$ cat config.mk
export PLATFORM = sky130hd
export DESIGN_NAME = rcc_sys_clk_sw_ctrl
export DESIGN_NICKNAME = d
export VERILOG_FILES = /design/src/rtl/rcc_sys_clk_sw_ctrl.sv
export SDC_FILE = /design/constraint.sdc
export NUM_CORES = 1
export LEC_CHECK = 0
export CORE_MARGIN = 3
export CORE_UTILIZATION = 47
export DETAILED_ROUTE_END_ITERATION = 10
export GPL_TIMING_DRIVEN = 0
export PLACE_DENSITY = 0.83
export SLEW_MARGIN = 20
export SYNTH_ARGS = -nofsm -noshare
export SYNTH_HDL_FRONTEND = slang
export SYNTH_SLANG_ARGS = --single-unit
export TNS_END_PERCENT = 5
$ cat constraint.sdc
create_clock -name hsi_clk -period 2.2 [get_ports hsi_clk]
set_clock_uncertainty 0.05 [all_clocks]
set_input_delay 0.22 -clock hsi_clk [delete_from_list [all_inputs] [get_ports hsi_clk]]
set_output_delay 0.22 -clock hsi_clk [all_outputs]
set_load 0.01 [all_outputs]
$ cat src/rtl/rcc_sys_clk_sw_ctrl.sv
// System clock switch controller.
// Picks the system clock source (HSI, CSI, HSE or PLL1_P) and drives a
// glitch-free switch. The reported source (sws) only changes after the
// switch has had SETTLE_CYCLES hsi_clk cycles to complete. A clock-security
// failure or a Stop-mode exit can force the select to a safe source. A
// software switch whose target loses its ready flag reverts to the source
// currently in use.
module rcc_sys_clk_sw_ctrl #(
    parameter int unsigned SETTLE_CYCLES = 4
) (
    input  logic       hsi_clk,
    input  logic       sys_rst_n,
    input  logic [1:0] sw_req,
    input  logic       sw_wr,
    input  logic [3:0] src_rdy,
    input  logic       stop_exit,
    input  logic       stopwuck,
    input  logic       css_fail,
    output logic [1:0] sys_clk_sw,
    output logic [1:0] sws,
    output logic       sw_busy,
    output logic       sw_done,
    output logic       sw_err
);

    // Source codes; the code is also the bit index into src_rdy.
    localparam logic [1:0] SRC_HSI = 2'd0;

    // Last count value of a switch; the switch completes on this cycle.
    localparam logic [3:0] CNT_LAST = 4'(SETTLE_CYCLES - 1);

    typedef enum logic {
        IDLE   = 1'b0,
        SWITCH = 1'b1
    } state_t;

    state_t     state;
    logic [1:0] target;
    logic [3:0] cnt;
    logic       hw;

    // HSE (2) and PLL1_P (3) both depend on the HSE oscillator, so a
    // security failure matters only when either the source in use or the
    // source being switched to has bit 1 set.
    logic       css_hit;
    logic [1:0] wake_src;

    assign css_hit  = css_fail && (sws[1] || target[1]);
    assign wake_src = {1'b0, stopwuck};

    // sw_busy is a decode of the state flop, so it carries no input path.
    assign sw_busy  = (state == SWITCH);

    // Prioritised switch FSM: CSS, Stop exit, ready drop, then software.
    // NOTE: all state here uses non-blocking assignments so every branch
    // sees the pre-edge values of sws, target and cnt, as the flops do.
    always_ff @(posedge hsi_clk or negedge sys_rst_n) begin
        if (!sys_rst_n) begin
            state      <= IDLE;
            target     <= SRC_HSI;
            cnt        <= '0;
            hw         <= 1'b0;
            sys_clk_sw <= SRC_HSI;
            sws        <= SRC_HSI;
            sw_done    <= 1'b0;
            sw_err     <= 1'b0;
        end else begin
            sw_done <= 1'b0;
            sw_err  <= 1'b0;

            if (css_hit) begin
                // Fall back to HSI; any switch in flight is discarded.
                sys_clk_sw <= SRC_HSI;
                target     <= SRC_HSI;
                cnt        <= '0;
                hw         <= 1'b1;
                state      <= SWITCH;
                sw_err     <= 1'b1;
            end else if (stop_exit) begin
                // Wake-up clock is always running, so no ready check.
                sys_clk_sw <= wake_src;
                target     <= wake_src;
                cnt        <= '0;
                hw         <= 1'b1;
                state      <= SWITCH;
            end else if (state == SWITCH) begin
                if (!hw && !src_rdy[target]) begin
                    // Target vanished mid-switch: go back to the source in use.
                    sys_clk_sw <= sws;
                    target     <= sws;
                    cnt        <= '0;
                    hw         <= 1'b1;
                    sw_err     <= 1'b1;
                end else begin
                    // A write during a switch is refused; the error pulse
                    // also suppresses a coincident completion pulse.
                    if (sw_wr) begin
                        sw_err <= 1'b1;
                    end
                    if (cnt == CNT_LAST) begin
                        sws     <= target;
                        state   <= IDLE;
                        sw_done <= !hw && !sw_wr;
                    end else begin
                        cnt <= cnt + 4'd1;
                    end
                end
            end else if (sw_wr) begin
                if (sw_req == sws) begin
                    // Already running from the requested source.
                    sw_done <= 1'b1;
                end else if (!src_rdy[sw_req]) begin
                    sw_err <= 1'b1;
                end else begin
                    sys_clk_sw <= sw_req;
                    target     <= sw_req;
                    cnt        <= '0;
                    hw         <= 1'b0;
                    state      <= SWITCH;
                end
            end
        end
    end

endmodule
==> results <==
- The flow ran to the end, and the final reports show no timing, DRC or antenna violations.
- CTS placed an instance of clkbuf_4 at the clock tree root.
- The capturing element type of the critical path is a register.
- Clock tree synthesis inserted a total of 3 buffers.
- After layout, the minimum clock period comes to 1.86 ns.
- The total cell area at the placement stage is 970 um^2.
- The number of rows created at floorplan is 14.
- For this run, design rule violations remaining after detail routing come to 0.
- The worst-case vdd ir drop is 500 uV.
- The fraction of layout instances using a drive strength above 1 is 20.7%.
- The share of the clock period used by the worst path is 84.3%.
- With fillers left out, the area of the finished cells amounts to 1010 um^2.
- After synthesis, the cell types taking the most area are dfrtp_1, mux2_2, mux2_4, mux2i_1, nand3_1.
- The sequential share of the synthesized area is 38.5%.
- In this run the worst path has a maximum fanout of 9.
- Routability-driven placement finished with a final weighted congestion of 0.753.
- The total nets after synthesis is 84.
- In this run the mean area of a mapped cell was 11.0 um^2.
- Summing over every cut layer, the via total after detailed routing is 648.
- The largest net degree at the start of global routing is 13.
- From bottom edge to top edge, the die measures 46.7 um.
- For met3 alone, demand over resource in global routing was 4.69%.
- The initial antenna violation count was 0.
- The worst hold-check path type is in -> async.
- The dominant cell type by area after synthesis is dfrtp_1.
- Timing would allow up to 0.539 GHz.
- The pre-antenna-repair detailed-routing pass consisted of 4 iterations.
- Setup repair after global routing left no endpoint under its margin.
- The longest clock path from root to sink contains 2 buffers.
- TritonCTS built the clock tree.
- The detailed router finished its first iteration with 14 violations.
- After clock tree synthesis, the clock-pin slew on the worst setup and hold paths is 0.08 ns.
- The post-synthesis instance area is 779 um^2.
- The count of final max-slew check failures came to 0.
- The area share of the leading cell type in the synthesized netlist is 38.5%.
- The overall track demand over capacity in global routing is 18.1%.
- Summed over all cells, the static leakage comes to 0.434 nW.
- The adder and majority gate portion of the synthesized area is 1.61%.
- After detailed routing, the average wire length per cell comes to 16.8 um.
- The final count of negative-setup-slack endpoints is 0.
- The wire length after detailed routing is 1820 um.
- The final antenna-violating net count is 0.
- After clock tree synthesis, the flow added hold-fix buffers numbering 0.
- The compound-gate portion of the synthesized area is 16.1%.
- The worst register-to-register path begins at target[1].
- Global routing used 21.6% of the available met1 tracks.
- After synthesis, the largest family of logic cells by area is multiplexers.
- The netlist uses 33 different library cells.
- The maximum level of the CTS H-tree is 1.
- The data arrival time of the worst path is 1.96 ns.
- The clock net in this run drives a total of 12 sinks.
- The initial standard-cell utilization of the core is 50.6%.
- Synthesis inferred 12 register bits.
- The cell count after synthesis is 71.
- The setup slack of the critical path after layout is 0.345 ns.
- In the final design database the tool counted 106 nets.
- In the global route stage, met2 resource usage came out at 30.2%.
- The type of the worst setup path is reg -> reg.
- The worst setup path startpoint is target[1].
- Traced cell by cell, the critical path runs through mux2_2 -> o22a_4 -> a22oi_4 -> mux2_4.
- In this design, the stage delay of the slowest critical-path cell is 0.50 ns.
- The area growth from synthesis to layout is 29.1%.
- The number of gates resized after CTS was 0.
- Input and output buffers added on the ports amount to 17.
- The number of top-level pins is 19.
- Power comes to 0.888 mW.
- The clock latency on the worst-skew pair is 0.28 ns.
- The placed cell count is 104.
- Dividing total power by cell area gives a power density of 882 nW/um^2.
- Of the total synthesized cell area, the portion taken by XOR and XNOR cells is 2.25%.
- The number of antenna diodes in the final layout is 0.
- The floorplan step set the die width to 46.7 um.
- The placeable core region is 1540 um^2.
- The final standard cell count with taps included and fillers excluded is 108.
- The critical path contains buffers and inverters numbering 0 combined.
- The die covers 2180 um^2.
- In this run the tightest slew margin relative to its limit is 64.4%.
- The endpoint required time on the critical path is 2.31 ns.
- The first-pass GRT wire length is 2730 um.
- The overflow left after global routing is 0.
- The kind of cell with the highest combined delay along the critical path is multiplexers.
- For this run, the number of Yosys warnings is 0.
- The cell with the largest stage delay on the worst path is dfrtp_1.
- The post-CTS setup repair buffer count is 0.
- The number of hold violations in the final report came to 0.
- The layer flagged by global routing as most heavily used is met2.
- The placement-stage worst setup slack is 0.102 ns.
- The via count normalized by instance count is 6.00.
- Max-cap violations in this run came to 0.
- The transition at the pin with the smallest max-transition slack is 0.532 ns.
- After legalization and detailed placement, the total HPWL measured 1340 um.
- After routing, the total negative slack on setup checks comes to 0 ns.
- Summing the areas of all and, or, nand and nor instances in the mapped netlist gives 18.1% of the synthesized area.
- The via count of the first global-routing pass came to 626.
- Measured against the total synthesized area, the mux share comes to 19.6%.
- The critical path startpoint category is a register.
==> synth_stat cells <==
cell,n
and2_1,1
a32oi_1,1
mux4_2,1
a22oi_4,1
o21a_1,1
or2_2,1
nand4_1,2
nand3b_1,1
or4_1,1
nor3_1,2
nand3_1,5
xor2_1,2
nor3_2,1
inv_1,6
and4b_1,1
nor3b_2,1
o21ai_0,1
o22ai_1,3
o22a_4,1
a22oi_1,1
nand2b_1,2
dfrtp_1,12
nor2_1,3
o41ai_2,1
mux2i_1,4
mux2_4,3
nor2b_1,1
clkbuf_1,2
o211ai_2,1
ha_1,1
mux2_2,4
a21oi_1,2
nand2_1,1
==> report_power, final <==
| group | internal, mW | switching, mW |
|---|---|---|
| clock | 0.101 | 0.0765 |
| sequential | 0.276 | 0.0601 |
| combinational | 0.204 | 0.171 |
==> flip-flops by register name (all words and copies together), names as in the netlist <==
signal   flops
sws          2
sw_busy      1
hw           1
cnt          4
sw_err       1
sw_done      1
target       2
==> final cells by class <==
type	instances	area (um^2)
Clock buffer	4	36.3
Multi-Input combinational cell	51	449
Timing Repair Buffer	17	170
Fill cell	129	536
Inverter	6	22.5
Buffer	2	7.51
Sequential cell	12	300
Tap cell	16	20.0
==> worst paths after layout <==
| check | to | slack, ns | cells past startpoint |
|---|---|---|---|
| worst max-delay path | target[1] | 0.34 | 4 |
| worst min-delay path | cnt[2] | 0.23 | 1 |
| worst max register to register | target[1] | 0.34 | 4 |
| worst min register to register | cnt[0] | 0.49 | 1 |
| max in group asynchronous | cnt[0] | 1.50 | 1 |
| min in group hsi_clk | sw_err | 0.37 | 2 |
==> kinds of logic after synthesis <==
kind of cell | Yosys count
flops | 12
compound gates | 13
xor+xnor | 2
mux | 12
simple gates | 23
buf+inv | 8
fa+ha+maj | 1
==> layer usage <==
| layer | vias up | routed length, um |
|---|---|---|
| met2 | 21 | 895 |
| li1 | 309 | - |
| met4 | 0 | 23 |
| met5 | - | 0 |
| met1 | 314 | 812 |
| met3 | 4 | 86 |
==> metrics by stage <==
stage / hold WS [ns] / util [%]
after floorplan: -0.126 / -
after global placement: 0.441 / 62.9
after detailed placement: 0.489 / 62.9
after CTS: 0.259 / 65.3
after global routing: 0.264 / 65.3
final: 0.233 / 65.3
==> placed cells by master (no fill, tap or decap), types with 2 or more instances in the layout <==
master           synthesis  final
o22ai_1                  3      3
nand4_1                  2      2
mux2i_1                  4      4
nor3_1                   2      2
mux2_4                   3      3
a21oi_1                  2      2
clkbuf_1                 2      2
inv_1                    6      6
mux2_2                   4      4
nand3_1                  5      5
clkbuf_4                 0      3
nand2b_1                 2      2
nor2_1                   3      3
clkdlybuf4s50_1          0     17
dfrtp_1                 12     12
xor2_1                   2      2
Power figures use the tool's default switching activity.
